$ cat config.mk
export PLATFORM = sky130hd
export DESIGN_NAME = sram_responder
export DESIGN_NICKNAME = d
export VERILOG_FILES = /design/src/rtl/sram_responder.sv
export SDC_FILE = /design/constraint.sdc
export NUM_CORES = 1
export LEC_CHECK = 0
export CORE_MARGIN = 1.5
export CORE_UTILIZATION = 30
export DETAILED_ROUTE_END_ITERATION = 7
export SYNTH_ARGS = -nofsm -noshare
export SYNTH_HDL_FRONTEND = slang
export SYNTH_SLANG_ARGS = --single-unit
$ cat constraint.sdc
create_clock -name clk -period 2.3 [get_ports clk]
set_input_delay 0.46 -clock clk [delete_from_list [all_inputs] [get_ports clk]]
set_output_delay 0.46 -clock clk [all_outputs]
set_load 0.01 [all_outputs]
$ cat src/rtl/sram_responder.sv
// Bridges a 32-bit CPU ROM/RAM port onto a 16-bit asynchronous SRAM.
// Each CPU access is split into a low and a high half-word SRAM cycle.
module sram_responder #(
  parameter int unsigned ADDR_W      = 20,
  parameter int unsigned WAIT_CYCLES = 1
) (
  input  logic              clk,
  input  logic              rst,
  input  logic [31:0]       rom_addr,
  input  logic [31:0]       rom_din,
  input  logic [3:0]        mem_sel_be,
  input  logic              we,
  input  logic              rom_ce,
  input  logic              oe,
  output logic [15:0]       rom_data_a,
  output logic [15:0]       rom_data_b,
  output logic              busy,
  output logic              done,
  output logic [ADDR_W-1:0] sram_addr,
  output logic [15:0]       sram_dq_out,
  output logic              sram_dq_oe,
  input  logic [15:0]       sram_dq_in,
  output logic              sram_ce_n,
  output logic              sram_oe_n,
  output logic              sram_we_n,
  output logic              sram_lb_n,
  output logic              sram_ub_n
);

  typedef enum logic [2:0] {
    StIdle, StRdLo, StRdHi, StWrSetup, StWrPulse, StWrHold, StDone
  } state_e;

  localparam logic [3:0] LastCnt = 4'(WAIT_CYCLES - 1);

  state_e            state_q, state_d;
  logic              half_q, half_d;
  logic [3:0]        cnt_q, cnt_d;
  logic [ADDR_W-2:0] addr_q;
  logic [31:0]       data_q;
  logic [3:0]        be_q;
  logic              latch, smp_lo, smp_hi;

  // Byte-address bits outside the half-word window are deliberately dropped.
  logic unused_addr;
  assign unused_addr = ^{rom_addr[31:ADDR_W+1], rom_addr[1:0]};

  always_comb begin
    state_d = state_q;
    half_d  = half_q;
    cnt_d   = cnt_q;
    latch   = 1'b0;
    smp_lo  = 1'b0;
    smp_hi  = 1'b0;
    unique case (state_q)
      StIdle: begin
        if (rom_ce) begin
          latch = 1'b1;
          cnt_d = 4'd0;
          if (we) begin
            if (|mem_sel_be[1:0]) begin
              state_d = StWrSetup;
              half_d  = 1'b0;
            end else if (|mem_sel_be[3:2]) begin
              state_d = StWrSetup;
              half_d  = 1'b1;
            end else begin
              state_d = StDone;
            end
          end else if (oe) begin
            state_d = StRdLo;
            half_d  = 1'b0;
          end
        end
      end
      StRdLo: begin
        if (cnt_q == LastCnt) begin
          smp_lo  = 1'b1;
          state_d = StRdHi;
          half_d  = 1'b1;
          cnt_d   = 4'd0;
        end else begin
          cnt_d = cnt_q + 4'd1;
        end
      end
      StRdHi: begin
        if (cnt_q == LastCnt) begin
          smp_hi  = 1'b1;
          state_d = StDone;
        end else begin
          cnt_d = cnt_q + 4'd1;
        end
      end
      StWrSetup: begin
        state_d = StWrPulse;
        cnt_d   = 4'd0;
      end
      StWrPulse: begin
        if (cnt_q == LastCnt) state_d = StWrHold;
        else                  cnt_d   = cnt_q + 4'd1;
      end
      StWrHold: begin
        if (!half_q && (|be_q[3:2])) begin
          state_d = StWrSetup;
          half_d  = 1'b1;
        end else begin
          state_d = StDone;
        end
      end
      StDone: begin
        state_d = StIdle;
        half_d  = 1'b0;
      end
      default: state_d = StIdle;
    endcase
  end

  always_ff @(posedge clk) begin
    if (rst) begin
      state_q    <= StIdle;
      half_q     <= 1'b0;
      cnt_q      <= 4'd0;
      addr_q     <= '0;
      data_q     <= 32'd0;
      be_q       <= 4'd0;
      rom_data_a <= 16'd0;
      rom_data_b <= 16'd0;
    end else begin
      state_q <= state_d;
      half_q  <= half_d;
      cnt_q   <= cnt_d;
      if (latch) begin
        addr_q <= rom_addr[ADDR_W:2];
        data_q <= rom_din;
        be_q   <= mem_sel_be;
      end
      if (smp_lo) rom_data_b <= sram_dq_in;
      if (smp_hi) rom_data_a <= sram_dq_in;
    end
  end

  // SRAM strobes are decoded straight from the state so reset drops them at once.
  always_comb begin
    sram_ce_n  = 1'b1;
    sram_oe_n  = 1'b1;
    sram_we_n  = 1'b1;
    sram_lb_n  = 1'b1;
    sram_ub_n  = 1'b1;
    sram_dq_oe = 1'b0;
    unique case (state_q)
      StRdLo, StRdHi: begin
        sram_ce_n = 1'b0;
        sram_oe_n = 1'b0;
        sram_lb_n = 1'b0;
        sram_ub_n = 1'b0;
      end
      StWrSetup, StWrPulse, StWrHold: begin
        sram_ce_n  = 1'b0;
        sram_dq_oe = 1'b1;
        sram_we_n  = (state_q == StWrPulse) ? 1'b0 : 1'b1;
        sram_lb_n  = half_q ? ~be_q[2] : ~be_q[0];
        sram_ub_n  = half_q ? ~be_q[3] : ~be_q[1];
      end
      default: ;
    endcase
  end

  assign sram_addr   = {addr_q, half_q};
  assign sram_dq_out = half_q ? data_q[31:16] : data_q[15:0];
  assign busy        = (state_q != StIdle) && (state_q != StDone);
  assign done        = (state_q == StDone);

endmodule

==> qor.yml <==
outcome: "complete, no violations"
ios: 165
syn_nets: 581
critical_path.max_fanout: 10
synth_ff_type: "dfxtp_1"
synth.most_common_cell: "nand2_1"
viasPerCell: 4.658
rsz0062_at_grt: "false"
io_buffers: 151
cts_resized: 11
synth-seq-cells: 95
cpMaxStageDelayCell: "clkdlybuf4s50_1"
coreArea_sq_mm: 0.01262
cap_violations: 0
cts_root_buffer: "clkbuf_16"
fp.dieW_um: 116.6
start_util_pct: 30.67
clkSinkCount: 95
worstSkewPairLatency_ps: 340
netlist.top_cell.by_area: "dfxtp_1"
synthTopCellsByCount: "nand2_1 (181), a21oi_1 (95), dfxtp_1 (95), mux2_2 (18), buf_2 (15)"
synth_top_area_share_pct: 49.14
fin_total_pwr_uw: 5084
worstPathRequired_ps: 1840
routedWlPerCell_um: 13.74
stdcell_count: 814
area.growth.synth_to_final_pct: 53.80
cts_tree: "yes"
final_core_util_pct: 47.16
synth_edf_count: 0
die_h_um: 116.6
grt_pass1_vias: 3844
use_met3_pct: 10.22
yosysUniqueCellTypes: 40
overflow: 0
nets: 728
grt_start_max_net_pins: 56
use_met2_pct: 27.88
yosysSeqAreaShare_pct: 49.14
relSlewSlack_pct: 47.91
die_area_sq_mm: 0.01359
worstSetupPathType: "reg2out"
routed_wl_um: 11180
num_rows: 41
grt-busiest-layer: "met2"
layout_min_cycle_time_ps: 2214
leakage_uw: 0.002187
cts.hold.buffers_added: 0
hold_violations: 0
worst_hold_slack_ps: 450.3
worst_slew_pin_slew_ps: 781.4
vias: 3792
grtUsageMet1_pct: 18.75
place_inst: 798
cts.clk_slew.worst_paths_ps: 60
dr.pass1.iters: 4
syn_area_sq_mm: 0.003870
cp_cell_sequence: "buf_6 > mux2_2 > clkdlybuf4s50_1"
p_per_area_mw_per_mm2: 854.2
antenna_left: 0
drc: 0
critPathCaptureType: "primary output"
clockBufferDepth: 2
grt_pass1_wl_um: 18010
antenna_found_initial: 0
slowest_delay_ps: 510
synthCells: 490
postCtsSetupBuffers: 0
fillers: 1302
finClkSkew_ps: 5.950
ir_worst_vdd_mv: 0.5536
drtIter0Drc: 135
setup_tns_ps: 0
cts_buffers: 9
setup_viol: 0
synth_area_leaders: "dfxtp_1 (49%), nand2_1 (18%), a21oi_1 (12%)"
dp_hpwl_um: 7984
gr-usage-all-layers_pct: 17.10
avgSynthCellArea_sq_um: 7.898
diodes: 0
drive_gt1_share_pct: 10.12
drv_slew: 0
place_congestion: 0.7785
worst-r2r-setup-slack_ps: 500
synth-async-reset-ratio_pct: 0
ys.warnings.count: 0
finalCritPeriodShare_pct: 96.24
h-tree-depth: 3
fmax_ghz: 0.4518
arrival_ps: 1750
hold_class: "reg2reg"
start_kind: "flop"
==> per-stage QoR <==
| step | cell area, sq um | setup WS (ps) |
|---|---|---|
| final | 5952 | 86.43 |
| after global routing | 5952 | 9.863 |
| after CTS | 5934 | -6.356 |
| after detailed placement | 5632 | 61.39 |
| after global placement | 5632 | 42.08 |
| after floorplan | 3870 | 512.3 |
==> cells in the final DEF (no fill, tap or decap), types with 2 or more instances in the layout <==
master           synthesis  final
clkdlybuf4s50_1          0    143
o21ai_0                 10     10
dlymetal6s2s_1           0      2
buf_6                    0      2
nor3_1                   3      2
buf_4                    2     11
nor3b_2                  1      2
dfxtp_2                  0      4
clkbuf_1                13      3
nand2b_1                 4      4
nand3_1                  2      2
dfxtp_1                 95     91
ha_1                     2      2
inv_1                    5      5
nor2b_1                  4      4
buf_12                   0      4
nor4_1                   2      2
nor2_1                   8      8
o21a_1                   2      2
clkbuf_16                0      9
a21oi_1                 95     95
o31ai_1                  2      2
inv_2                    2      2
nor3_4                   2      4
nand2_1                181    180
mux2_2                  18     18
dlygate4sd2_1            0      5
a21o_1                   2      2
==> cells by family (layout without fill, tap and decap cells) <==
kind of cell / Yosys count / count (layout) / synth area share (%)
muxes: 19 / 19 / 5.496
DFF: 95 / 95 / 49.14
AOI/OAI and AO/OA: 119 / 119 / 16.36
and+or+nand+nor: 215 / 215 / 23.67
adders and majority gates: 2 / 2 / 0.6465
xor gates and xnor gates: 1 / 1 / 0.2264
buffers and inverters: 39 / 191 / 4.462
==> flip-flops by register name, summed over array words and instances (netlist names) <==
name and cells:
data_q 32, state_q 3, addr_q 19, half_q 1, be_q 4, rom_data_a 16
cnt_q 4, rom_data_b 16
==> worst paths after layout <==
| check | from | end | depth (start not counted) |
|---|---|---|---|
| max | half_q$_SDFFE_PP0P_ | sram_dq_out[10] | 3 |
| min | data_q[19]$_SDFFE_PP0P_ | data_q[19]$_SDFFE_PP0P_ | 2 |
| max reg2reg | cnt_q[0]$_SDFFE_PP0P_ | cnt_q[2]$_SDFFE_PP0P_ | 7 |
| min reg2reg | data_q[19]$_SDFFE_PP0P_ | data_q[19]$_SDFFE_PP0P_ | 2 |
==> where the power goes <==
part / total, uW / switching (uW) / internal [uW]
clock network: 1470 / 599 / 871
registers: 1980 / 128 / 1860
logic: 1630 / 836 / 794
==> per-layer routing <==
layer	wire (um)	part of all wire, %
met2	5001	45
met4	176	1.6
met3	1388	12
met1	4617	41
met5	0	0
==> cell type report <==
class	count	area, sq um	area share, %
Multi-Input combinational cell	356	1821	30.59
Clock buffer	13	250.2	4.204
Clock inverter	3	42.54	0.7147
Tap cell	172	215.2	3.616
Inverter	7	26.28	0.4415
Sequential cell	95	1907	32.04
Timing Repair Buffer	168	1690	28.40
==> critical path, delay by kind of cell, from the launching register on <==
kind | cells | cell delay, ps
buffers and inverters | 2 | 690
DFF | 1 | 380
muxes | 1 | 340
No activity file was read; power rests on OpenSTA's default activity.
